## src/rtl/wb_arbiter_2m_if.sv

```systemverilog
// rtl/wb_arbiter_2m_if.sv - bus bundle for the two-master Wishbone arbiter
interface wb_arbiter_2m_if #(
    parameter int AW = 32,
    parameter int DW = 32
);
    logic [AW-1:0]   m0_adr_i;
    logic [DW-1:0]   m0_dat_i;
    logic [DW-1:0]   m0_dat_o;
    logic            m0_we_i;
    logic [DW/8-1:0] m0_sel_i;
    logic            m0_stb_i;
    logic            m0_cyc_i;
    logic            m0_ack_o;
    logic            m0_err_o;

    logic [AW-1:0]   m1_adr_i;
    logic [DW-1:0]   m1_dat_i;
    logic [DW-1:0]   m1_dat_o;
    logic            m1_we_i;
    logic [DW/8-1:0] m1_sel_i;
    logic            m1_stb_i;
    logic            m1_cyc_i;
    logic            m1_ack_o;
    logic            m1_err_o;

    logic [AW-1:0]   s_adr_o;
    logic [DW-1:0]   s_dat_o;
    logic [DW-1:0]   s_dat_i;
    logic            s_we_o;
    logic [DW/8-1:0] s_sel_o;
    logic            s_stb_o;
    logic            s_cyc_o;
    logic            s_ack_i;

    logic            grant_o;

    // Arbiter side: it is the slave of both masters and drives the shared slave port.
    modport slave (
        input  m0_adr_i, m0_dat_i, m0_we_i, m0_sel_i, m0_stb_i, m0_cyc_i,
        output m0_dat_o, m0_ack_o, m0_err_o,
        input  m1_adr_i, m1_dat_i, m1_we_i, m1_sel_i, m1_stb_i, m1_cyc_i,
        output m1_dat_o, m1_ack_o, m1_err_o,
        output s_adr_o, s_dat_o, s_we_o, s_sel_o, s_stb_o, s_cyc_o,
        input  s_dat_i, s_ack_i,
        output grant_o
    );

    modport master (
        output m0_adr_i, m0_dat_i, m0_we_i, m0_sel_i, m0_stb_i, m0_cyc_i,
        input  m0_dat_o, m0_ack_o, m0_err_o,
        output m1_adr_i, m1_dat_i, m1_we_i, m1_sel_i, m1_stb_i, m1_cyc_i,
        input  m1_dat_o, m1_ack_o, m1_err_o,
        input  s_adr_o, s_dat_o, s_we_o, s_sel_o, s_stb_o, s_cyc_o,
        output s_dat_i, s_ack_i,
        input  grant_o
    );
endinterface

```

## src/rtl/wb_arbiter_2m.sv

```systemverilog
// rtl/wb_arbiter_2m.sv - two-master Wishbone classic arbiter, round-robin per bus cycle with timeout watchdog
module wb_arbiter_2m #(
    parameter int AW             = 32,
    parameter int DW             = 32,
    parameter int TIMEOUT_CYCLES = 255
) (
    input  logic             wb_clk_i,
    input  logic             wb_rst_i,
    wb_arbiter_2m_if.slave   bus
);
    typedef enum logic [1:0] {IDLE, BUSY, ERR, WREL} state_t;

    localparam int CW = (TIMEOUT_CYCLES > 1) ? $clog2(TIMEOUT_CYCLES + 1) : 1;
    localparam logic [CW-1:0] CNT_LAST = CW'((TIMEOUT_CYCLES > 0) ? TIMEOUT_CYCLES - 1 : 0);
    localparam logic [CW-1:0] CNT_MAX  = '1;

    state_t        state_q, state_d;
    logic          grant_q, grant_d;
    logic          last_q, last_d;
    logic [CW-1:0] cnt_q, cnt_d;

    logic [AW-1:0]   g_adr;
    logic [DW-1:0]   g_dat;
    logic [DW/8-1:0] g_sel;
    logic            g_we, g_stb, g_cyc;
    logic            ack_g, err_g;

    always_ff @(posedge wb_clk_i or posedge wb_rst_i) begin
        if (wb_rst_i) begin
            state_q <= IDLE;
            grant_q <= 1'b0;
            last_q  <= 1'b1;
            cnt_q   <= '0;
        end else begin
            state_q <= state_d;
            grant_q <= grant_d;
            last_q  <= last_d;
            cnt_q   <= cnt_d;
        end
    end

    always_comb begin
        g_adr = grant_q ? bus.m1_adr_i : bus.m0_adr_i;
        g_dat = grant_q ? bus.m1_dat_i : bus.m0_dat_i;
        g_sel = grant_q ? bus.m1_sel_i : bus.m0_sel_i;
        g_we  = grant_q ? bus.m1_we_i  : bus.m0_we_i;
        g_stb = grant_q ? bus.m1_stb_i : bus.m0_stb_i;
        g_cyc = grant_q ? bus.m1_cyc_i : bus.m0_cyc_i;
    end

    always_comb begin
        state_d     = state_q;
        grant_d     = grant_q;
        last_d      = last_q;
        cnt_d       = cnt_q;
        bus.s_adr_o = '0;
        bus.s_dat_o = '0;
        bus.s_sel_o = '0;
        bus.s_we_o  = 1'b0;
        bus.s_stb_o = 1'b0;
        bus.s_cyc_o = 1'b0;
        ack_g       = 1'b0;
        err_g       = 1'b0;

        case (state_q)
            IDLE: begin
                cnt_d = '0;
                if (bus.m0_cyc_i || bus.m1_cyc_i) begin
                    grant_d = (bus.m0_cyc_i && bus.m1_cyc_i) ? ~last_q : bus.m1_cyc_i;
                    last_d  = grant_d;
                    state_d = BUSY;
                end
            end
            BUSY: begin
                bus.s_adr_o = g_adr;
                bus.s_dat_o = g_dat;
                bus.s_sel_o = g_sel;
                bus.s_we_o  = g_we;
                bus.s_cyc_o = g_cyc;
                bus.s_stb_o = g_cyc & g_stb;
                ack_g       = bus.s_ack_i & g_stb;
                // A stalled strobe counts up; an ack on the deciding edge still wins.
                if (bus.s_stb_o && !bus.s_ack_i) begin
                    if (cnt_q != CNT_MAX)
                        cnt_d = cnt_q + 1'b1;
                end else begin
                    cnt_d = '0;
                end
                if (!g_cyc)
                    state_d = IDLE;
                else if (TIMEOUT_CYCLES != 0 && bus.s_stb_o && !bus.s_ack_i && cnt_q == CNT_LAST)
                    state_d = ERR;
            end
            ERR: begin
                err_g   = 1'b1;
                cnt_d   = '0;
                state_d = WREL;
            end
            WREL: begin
                if (!g_cyc)
                    state_d = IDLE;
            end
            default: state_d = IDLE;
        endcase
    end

    assign bus.m0_ack_o = ack_g & ~grant_q;
    assign bus.m1_ack_o = ack_g &  grant_q;
    assign bus.m0_err_o = err_g & ~grant_q;
    assign bus.m1_err_o = err_g &  grant_q;
    assign bus.m0_dat_o = bus.s_dat_i;
    assign bus.m1_dat_o = bus.s_dat_i;
    assign bus.grant_o  = grant_q;
endmodule

```

## src/flat_wrapper.sv

```systemverilog
// flat-port wrapper written by rule: the top's interface ports become plain ports
module wb_arbiter_2m_flat 
#(
    parameter int AW             = 32,
    parameter int DW             = 32,
    parameter int TIMEOUT_CYCLES = 255
)
  (wb_clk_i, wb_rst_i, bus_m0_adr_i, bus_m0_dat_i, bus_m0_we_i, bus_m0_sel_i, bus_m0_stb_i, bus_m0_cyc_i, bus_m0_dat_o, bus_m0_ack_o, bus_m0_err_o, bus_m1_adr_i, bus_m1_dat_i, bus_m1_we_i, bus_m1_sel_i, bus_m1_stb_i, bus_m1_cyc_i, bus_m1_dat_o, bus_m1_ack_o, bus_m1_err_o, bus_s_adr_o, bus_s_dat_o, bus_s_we_o, bus_s_sel_o, bus_s_stb_o, bus_s_cyc_o, bus_s_dat_i, bus_s_ack_i, bus_grant_o);
  wb_arbiter_2m_if #(.AW(AW), .DW(DW)) bus_i ();
  input  logic wb_clk_i;
  input  logic wb_rst_i;
  input wire logic [$bits(bus_i.m0_adr_i)-1:0] bus_m0_adr_i;
  input wire logic [$bits(bus_i.m0_dat_i)-1:0] bus_m0_dat_i;
  input wire logic [$bits(bus_i.m0_we_i)-1:0] bus_m0_we_i;
  input wire logic [$bits(bus_i.m0_sel_i)-1:0] bus_m0_sel_i;
  input wire logic [$bits(bus_i.m0_stb_i)-1:0] bus_m0_stb_i;
  input wire logic [$bits(bus_i.m0_cyc_i)-1:0] bus_m0_cyc_i;
  output wire logic [$bits(bus_i.m0_dat_o)-1:0] bus_m0_dat_o;
  output wire logic [$bits(bus_i.m0_ack_o)-1:0] bus_m0_ack_o;
  output wire logic [$bits(bus_i.m0_err_o)-1:0] bus_m0_err_o;
  input wire logic [$bits(bus_i.m1_adr_i)-1:0] bus_m1_adr_i;
  input wire logic [$bits(bus_i.m1_dat_i)-1:0] bus_m1_dat_i;
  input wire logic [$bits(bus_i.m1_we_i)-1:0] bus_m1_we_i;
  input wire logic [$bits(bus_i.m1_sel_i)-1:0] bus_m1_sel_i;
  input wire logic [$bits(bus_i.m1_stb_i)-1:0] bus_m1_stb_i;
  input wire logic [$bits(bus_i.m1_cyc_i)-1:0] bus_m1_cyc_i;
  output wire logic [$bits(bus_i.m1_dat_o)-1:0] bus_m1_dat_o;
  output wire logic [$bits(bus_i.m1_ack_o)-1:0] bus_m1_ack_o;
  output wire logic [$bits(bus_i.m1_err_o)-1:0] bus_m1_err_o;
  output wire logic [$bits(bus_i.s_adr_o)-1:0] bus_s_adr_o;
  output wire logic [$bits(bus_i.s_dat_o)-1:0] bus_s_dat_o;
  output wire logic [$bits(bus_i.s_we_o)-1:0] bus_s_we_o;
  output wire logic [$bits(bus_i.s_sel_o)-1:0] bus_s_sel_o;
  output wire logic [$bits(bus_i.s_stb_o)-1:0] bus_s_stb_o;
  output wire logic [$bits(bus_i.s_cyc_o)-1:0] bus_s_cyc_o;
  input wire logic [$bits(bus_i.s_dat_i)-1:0] bus_s_dat_i;
  input wire logic [$bits(bus_i.s_ack_i)-1:0] bus_s_ack_i;
  output wire logic [$bits(bus_i.grant_o)-1:0] bus_grant_o;
  assign bus_i.m0_adr_i = bus_m0_adr_i;
  assign bus_i.m0_dat_i = bus_m0_dat_i;
  assign bus_i.m0_we_i = bus_m0_we_i;
  assign bus_i.m0_sel_i = bus_m0_sel_i;
  assign bus_i.m0_stb_i = bus_m0_stb_i;
  assign bus_i.m0_cyc_i = bus_m0_cyc_i;
  assign bus_m0_dat_o = bus_i.m0_dat_o;
  assign bus_m0_ack_o = bus_i.m0_ack_o;
  assign bus_m0_err_o = bus_i.m0_err_o;
  assign bus_i.m1_adr_i = bus_m1_adr_i;
  assign bus_i.m1_dat_i = bus_m1_dat_i;
  assign bus_i.m1_we_i = bus_m1_we_i;
  assign bus_i.m1_sel_i = bus_m1_sel_i;
  assign bus_i.m1_stb_i = bus_m1_stb_i;
  assign bus_i.m1_cyc_i = bus_m1_cyc_i;
  assign bus_m1_dat_o = bus_i.m1_dat_o;
  assign bus_m1_ack_o = bus_i.m1_ack_o;
  assign bus_m1_err_o = bus_i.m1_err_o;
  assign bus_s_adr_o = bus_i.s_adr_o;
  assign bus_s_dat_o = bus_i.s_dat_o;
  assign bus_s_we_o = bus_i.s_we_o;
  assign bus_s_sel_o = bus_i.s_sel_o;
  assign bus_s_stb_o = bus_i.s_stb_o;
  assign bus_s_cyc_o = bus_i.s_cyc_o;
  assign bus_i.s_dat_i = bus_s_dat_i;
  assign bus_i.s_ack_i = bus_s_ack_i;
  assign bus_grant_o = bus_i.grant_o;
  wb_arbiter_2m #(.AW(AW), .DW(DW), .TIMEOUT_CYCLES(TIMEOUT_CYCLES)) u_core (.wb_clk_i(wb_clk_i), .wb_rst_i(wb_rst_i), .bus(bus_i));
endmodule
```

## config.mk

```make
export PLATFORM = sky130hd
export DESIGN_NAME = wb_arbiter_2m_flat
export DESIGN_NICKNAME = d
export VERILOG_FILES = /design/src/rtl/wb_arbiter_2m_if.sv /design/src/rtl/wb_arbiter_2m.sv /design/src/flat_wrapper.sv
export SDC_FILE = /design/constraint.sdc
export NUM_CORES = 1
export LEC_CHECK = 0
export CAP_MARGIN = 20
export CORE_AREA = 2 2 125 127
export DETAILED_ROUTE_END_ITERATION = 16
export DIE_AREA = 0 0 127 129
export SYNTH_ARGS = -nofsm -noshare
export SYNTH_HDL_FRONTEND = slang
export SYNTH_SLANG_ARGS = --single-unit
```

## constraint.sdc

```tcl
create_clock -name wb_clk_i -period 1.53 [get_ports wb_clk_i]
set_input_delay 0.306 -clock wb_clk_i [delete_from_list [all_inputs] [get_ports wb_clk_i]]
set_output_delay 0.306 -clock wb_clk_i [all_outputs]
set_load 0.02 [all_outputs]
```

==> results of run 1 <==
-- per-stage QoR --
step,std cells,total power [W],hold WS (ns)
floorplan,296,0.00304,0.170
global placement,647,0.00463,0.473
detailed placement,647,0.00469,0.491
CTS,658,0.00540,0.412
global route,675,0.00634,0.447
finish,675,0.00602,0.393
-- per-layer routing --
layer / vias to the layer above / global-route usage [%]
met5: - / 0
met4: 0 / 2.46
met3: 26 / 2.00
met2: 109 / 20.2
met1: 1246 / 13.9
li1: 1329 / -
-- report_power, final --
group / switching [W] / leakage, nW / internal, W
Sequential: 0.0000517 / 0.158 / 0.000370
Clock: 0.000147 / 0.0442 / 0.000396
Combinational: 0.00239 / 1.99 / 0.00267
-- worst register-to-register path, cell delays in order, from the launching register on --
cell	delay, ns
dfrtp_4	0.52
buf_12	0.18
buf_6	0.13
nand4b_1	0.12
a211oi_2	0.08
a21o_2	0.25
a221o_1	0.36
-- final timing paths --
kind	startpoint	depth (start not counted)	slack, ns	end
hold / removal	wb_rst_i	2	0.39	u_core.bus.grant_o
hold reg to reg	u_core.last_q	2	0.50	u_core.last_q
setup reg to reg	u_core.bus.grant_o	6	-0.23	u_core.cnt_q[7]
setup / recovery	u_core.bus.grant_o	4	-0.32	bus_s_dat_o[9]
max in group asynchronous	wb_rst_i	2	0.76	u_core.bus.grant_o
min in group wb_clk_i	u_core.last_q	2	0.50	u_core.last_q
-- state kept, by name (all words and copies together) (netlist names), named ones only --
signal	flops
u_core.bus.grant_o	1
u_core.cnt_q	8
u_core.last_q	1
u_core.state_q	1
-- final cells by class --
cell class | count | area, um2
Fill cell | 1496 | 9960
Timing Repair Buffer | 270 | 2580
Multi-Input combinational cell | 198 | 1800
Sequential cell | 12 | 305
Tap cell | 188 | 235
Clock buffer | 4 | 88.8
Inverter | 3 | 11.3
-- cells in the mapped netlist (all sizes together), types with 2 or more instances --
cell type,count,area [um2]
inv,3,11.3
a21o,2,15.0
nand2,5,18.8
ha,2,25.0
a21oi,3,18.8
clkbuf,4,15.0
mux2i,71,711
a221o,4,40.0
and4,4,36.3
and3b,2,17.5
buf,79,557
dfrtp,11,275
nand4,4,25.0
nor2b,2,12.5
nand3,2,10.0
a22o,2,17.5
nor2,78,293
-- what timing repair did --
action	CTS	global route
resized for setup	282	120
endpoints found under the setup margin	84	86
pin swaps	1	1
hold buffers	0	0
setup buffers	5	17
hold endpoints to repair	0	0
cloned	2	2
-- cells by family after synthesis --
family	synth area share, %
DFF	13.3
adders and majority gates	1.11
AOI/OAI and AO/OA	5.42
xor gates and xnor gates	0.774
buffers and inverters	25.8
muxes	31.9
and+or+nand+nor	21.7
==> flow_metrics.env, run 1 <==
export IMPL_setup_tns_ns=-19.53
export IMPL_synth_edf_count=0
export IMPL_cp_slowest_stage_delay_ns=0.52
export IMPL_ys_ff_latch=12
export IMPL_h_tree_depth=1
export IMPL_hpwl_um=8040
export IMPL_cts_buffers_inserted=3
export IMPL_crit_buf_inv=2
export IMPL_ios=317
export IMPL_path_cells="buf_16 -> mux2i_2 -> nor2_2 -> dlygate4sd2_1"
export IMPL_wl_met2_um=5410
export IMPL_die_x_um=127
export IMPL_area_growth_pct=122
export IMPL_drtIter0Drc=74
export IMPL_cp_slowest_cell="dfrtp_4"
export IMPL_ir_drop_mv=0.588
export IMPL_async_reset_ff_share_pct=100
export IMPL_ys_seq_area_share_pct=13.3
export IMPL_nets=667
export IMPL_antenna_diode_count=0
export IMPL_min_period_over_period_pct=121
export IMPL_grt_overflow=0
export IMPL_grt_max_degree=34
export IMPL_highest_layer="met4"
export IMPL_fin_ws_ns=-0.323
export IMPL_min_period_ns=1.85
export IMPL_fin_util_pct=33.5
export IMPL_layout_common_cells="clkdlybuf4s50_1 (143), buf_4 (57), nor2_2 (49)"
export IMPL_insertion_delay_ns=0.24
export IMPL_clock_sinks=12
export IMPL_crit_family="flip-flops"
export IMPL_worstPathArrival_ns=1.55
export IMPL_netlist_instances=296
export IMPL_cts_tree="yes"
export IMPL_ys_warnings_count=0
export IMPL_violations="setup timing"
export IMPL_io_buffers=220
export IMPL_yosysUniqueCellTypes=40
export IMPL_final_common_cell="clkdlybuf4s50_1"
export IMPL_drv_cap=0
export IMPL_worst_pin_slew_ns=0.498
export IMPL_cts_buffer_depth=2
export IMPL_syn_num_nets=475
export IMPL_crit_type="flop to output pin"
export IMPL_met3_length_um=681
export IMPL_powerDensity_nw_per_um2=1200
export IMPL_finalSetupViolations=84
export IMPL_drc=0
export IMPL_fp_dieH_um=129
export IMPL_path_clk_slew_ns=0.04
export IMPL_grt_pass1_wl_um=14800
export IMPL_synthFlopType="dfrtp_1"
export IMPL_holdCritPathClass="input pin to async pin"
export IMPL_vias=2710
export IMPL_postRouteAntennaNets=0
export IMPL_final_hold_viol_count=0
export IMPL_rsz0062_at_grt="true"
export IMPL_pre_cts_ws_ns=-0.477
export IMPL_wirelength_um=10500
export IMPL_rows=45
export IMPL_gp_congestion=0.734
export IMPL_grt_use_total_pct=11.2
export IMPL_start_kind="flop"
export IMPL_vias_per_cell=4.01
export IMPL_drt_met1_wl_um=4320
export IMPL_fin_area_um2=5020
export IMPL_antenna_found_initial=0
export IMPL_drt_wirelength_per_cell_um=15.6
export IMPL_p_leak_nw=2.19
export IMPL_cp_end_kind="output pin"
export IMPL_start_util_pct=15.1
export IMPL_design_core_area_um2=15000
export IMPL_worst_path_max_fanout=17
export IMPL_syn_area_per_cell_um2=7.64
export IMPL_drive_above_1_share_pct=46.6
export IMPL_grt_pass1_vias=2678
export IMPL_clock_root_buffer="clkbuf_16"
export IMPL_firstDrtPassIters=3
export IMPL_status="finished with violations"
export IMPL_place_area_um2=4560
export IMPL_worst_clock_skew_ns=0.000906
export IMPL_slew_limit_headroom_pct=66.7
export IMPL_synth_area_um2=2260
export IMPL_fmax_ghz=0.540
export IMPL_die_area_um2=16400
export IMPL_required_ns=1.22
export IMPL_slew_viol_final=0
Power figures use the tool's default switching activity.
==> run 2: changes to the inputs <==
--- a/config.mk
+++ b/config.mk
@@ -9,6 +9,7 @@
 export CORE_AREA = 2 2 125 127
 export DETAILED_ROUTE_END_ITERATION = 16
 export DIE_AREA = 0 0 127 129
+export MAX_ROUTING_LAYER = met4
 export SYNTH_ARGS = -nofsm -noshare
 export SYNTH_HDL_FRONTEND = slang
 export SYNTH_SLANG_ARGS = --single-unit
==> flow_metrics.env, run 2 (same netlist as run 1, synthesis figures left out) <==
export IMPL_fp_dieH_um=129
export IMPL_postRouteAntennaNets=0
export IMPL_nets=667
export IMPL_ir_drop_mv=0.589
export IMPL_start_kind="flop"
export IMPL_clock_root_buffer="clkbuf_16"
export IMPL_clock_sinks=12
export IMPL_antenna_found_initial=0
export IMPL_required_ns=1.22
export IMPL_place_area_um2=4560
export IMPL_swShare_pct=42.9
export IMPL_grt_pass1_wl_um=14800
export IMPL_fin_ws_ns=-0.315
export IMPL_intPower_w=0.00343
export IMPL_timing_hold_ws_ns=0.390
export IMPL_powerDensity_nw_per_um2=1200
export IMPL_largest_reg_flops=8
export IMPL_ios=317
export IMPL_design_core_area_um2=15000
export IMPL_start_util_pct=15.1
export IMPL_antenna_diode_count=0
export IMPL_p_leak_nw=2.19
export IMPL_drive_above_1_share_pct=46.6
export IMPL_p_comb_share_pct=84.0
export IMPL_holdCritPathClass="input pin to async pin"
export IMPL_drt_wirelength_per_cell_um=15.6
export IMPL_p_seq_share_pct=7.0
export IMPL_final_hold_viol_count=0
export IMPL_drtIter0Drc=76
export IMPL_wirelength_um=10500
export IMPL_fin_area_um2=5020
export IMPL_largest_register="u_core.cnt_q"
export IMPL_grt_max_degree=34
export IMPL_postCtsHoldBufs=0
export IMPL_finalSetupViolations=84
export IMPL_cp_slowest_stage_delay_ns=0.52
export IMPL_grt_pass1_vias=2670
export IMPL_vias_per_cell=4.03
export IMPL_h_tree_depth=1
export IMPL_cts_buffers_inserted=3
export IMPL_layout_common_cells="clkdlybuf4s50_1 (143), buf_4 (57), nor2_2 (49)"
export IMPL_rows=45
export IMPL_min_period_ns=1.85
export IMPL_insertion_delay_ns=0.24
export IMPL_hpwl_um=8040
export IMPL_crit_type="flop to output pin"
export IMPL_gp_congestion=0.743
export IMPL_worst_clock_skew_ns=0.00103
export IMPL_worst_path_max_fanout=17
export IMPL_grt_overflow=0
export IMPL_fmax_ghz=0.542
export IMPL_vias=2720
export IMPL_min_period_over_period_pct=121
export IMPL_firstDrtPassIters=4
export IMPL_violations="setup timing"
export IMPL_status="finished with violations"
export IMPL_cts_tree="yes"
export IMPL_io_buffers=220
export IMPL_grt_use_total_pct=11.5
export IMPL_fillers=1496
export IMPL_worstPathArrival_ns=1.54
export IMPL_switchingPower_w=0.00258
export IMPL_path_clk_slew_ns=0.04
export IMPL_path_cells="buf_16 -> mux2i_2 -> nor2_2 -> dlygate4sd2_1"
export IMPL_final_common_cell="clkdlybuf4s50_1"
export IMPL_area_growth_pct=122
export IMPL_slew_viol_final=0
export IMPL_setup_tns_ns=-19.48
export IMPL_drv_cap=0
export IMPL_cp_slowest_cell="dfrtp_4"
export IMPL_rsz0062_at_grt="true"
export IMPL_slew_limit_headroom_pct=67.2
export IMPL_die_x_um=127
export IMPL_drc=0
export IMPL_cts_buffer_depth=2
export IMPL_worst_pin_slew_ns=0.491
export IMPL_pwr_share_clk_pct=9.0
export IMPL_cp_end_kind="output pin"
export IMPL_die_area_um2=16400
## run 2: cell counts in the layout (fill, tap and decap cells not counted)
No cell type changed its count.
## run 2: routing by layer
metal  wire [um]  vias up  share of wire (%)  GRT usage (%)
li1            -     1329                  -              -
met1        4270     1254                 41           13.9
met2        5430      109                 52           20.2
met3         670       28                6.4           1.95
met4         139        0                1.3           2.46
met5           0        -                  0              -
## run 2: final timing paths
check,start,endpoint,slack [ns],depth (start not counted)
worst max-delay path,u_core.bus.grant_o,bus_s_dat_o[9],-0.32,4
worst min-delay path,wb_rst_i,u_core.bus.grant_o,0.39,2
worst max register to register,u_core.bus.grant_o,u_core.cnt_q[7],-0.23,6
worst min register to register,u_core.last_q,u_core.last_q,0.50,2
max in group asynchronous,wb_rst_i,u_core.bus.grant_o,0.77,2
min in group wb_clk_i,u_core.last_q,u_core.last_q,0.50,2
## run 2: repair_timing
action	in CTS	in global routing
endpoints found under the setup margin	84	86
gates cloned	2	2
setup buffers	5	17
resized for setup	282	120
pin swaps	1	1
## run 2: stage by stage
step | setup WS [ns] | std cells | util (%) | total power (W)
floorplan | -0.0194 | 296 | - | 0.00304
global placement | -0.472 | 647 | 30.4 | 0.00463
detailed placement | -0.477 | 647 | 30.4 | 0.00469
CTS | -0.429 | 658 | 31.1 | 0.00540
global route | -0.358 | 675 | 33.5 | 0.00633
finish | -0.315 | 675 | 33.5 | 0.00601
## run 2: critical path: cells and delay by family, from the launching register on
family	cells	cell delay (ns)
buf+inv	2	0.53
simple gates	1	0.08
mux	1	0.16
flops	1	0.52
## run 2: cell type report
class	instances	area [um2]	area share, %
Tap cell	188	235	4.69
Multi-Input combinational cell	198	1800	35.8
Clock buffer	4	88.8	1.77
Timing Repair Buffer	270	2580	51.4
Inverter	3	11.3	0.224
Sequential cell	12	305	6.08
## run 2: power groups by stage
stage | Combinational, W | Sequential [W] | Clock [W]
final | 0.00505 | 0.000422 | 0.000543
after global routing | 0.00534 | 0.000425 | 0.000568
after CTS | 0.00442 | 0.000425 | 0.000550
after detailed placement | 0.00427 | 0.000413 | 0
after global placement | 0.00422 | 0.000409 | 0
after floorplan | 0.00264 | 0.000403 | 0
==> run 3: changes to the inputs <==
--- a/config.mk
+++ b/config.mk
@@ -5,10 +5,10 @@
 export SDC_FILE = /design/constraint.sdc
 export NUM_CORES = 1
 export LEC_CHECK = 0
-export CAP_MARGIN = 20
 export CORE_AREA = 2 2 125 127
 export DETAILED_ROUTE_END_ITERATION = 16
 export DIE_AREA = 0 0 127 129
+export HOLD_SLACK_MARGIN = 0.1
 export MAX_ROUTING_LAYER = met4
 export SYNTH_ARGS = -nofsm -noshare
 export SYNTH_HDL_FRONTEND = slang
==> results of run 3 <==
Same layout as run 2: the final DEF is identical, and so are final timing and power.
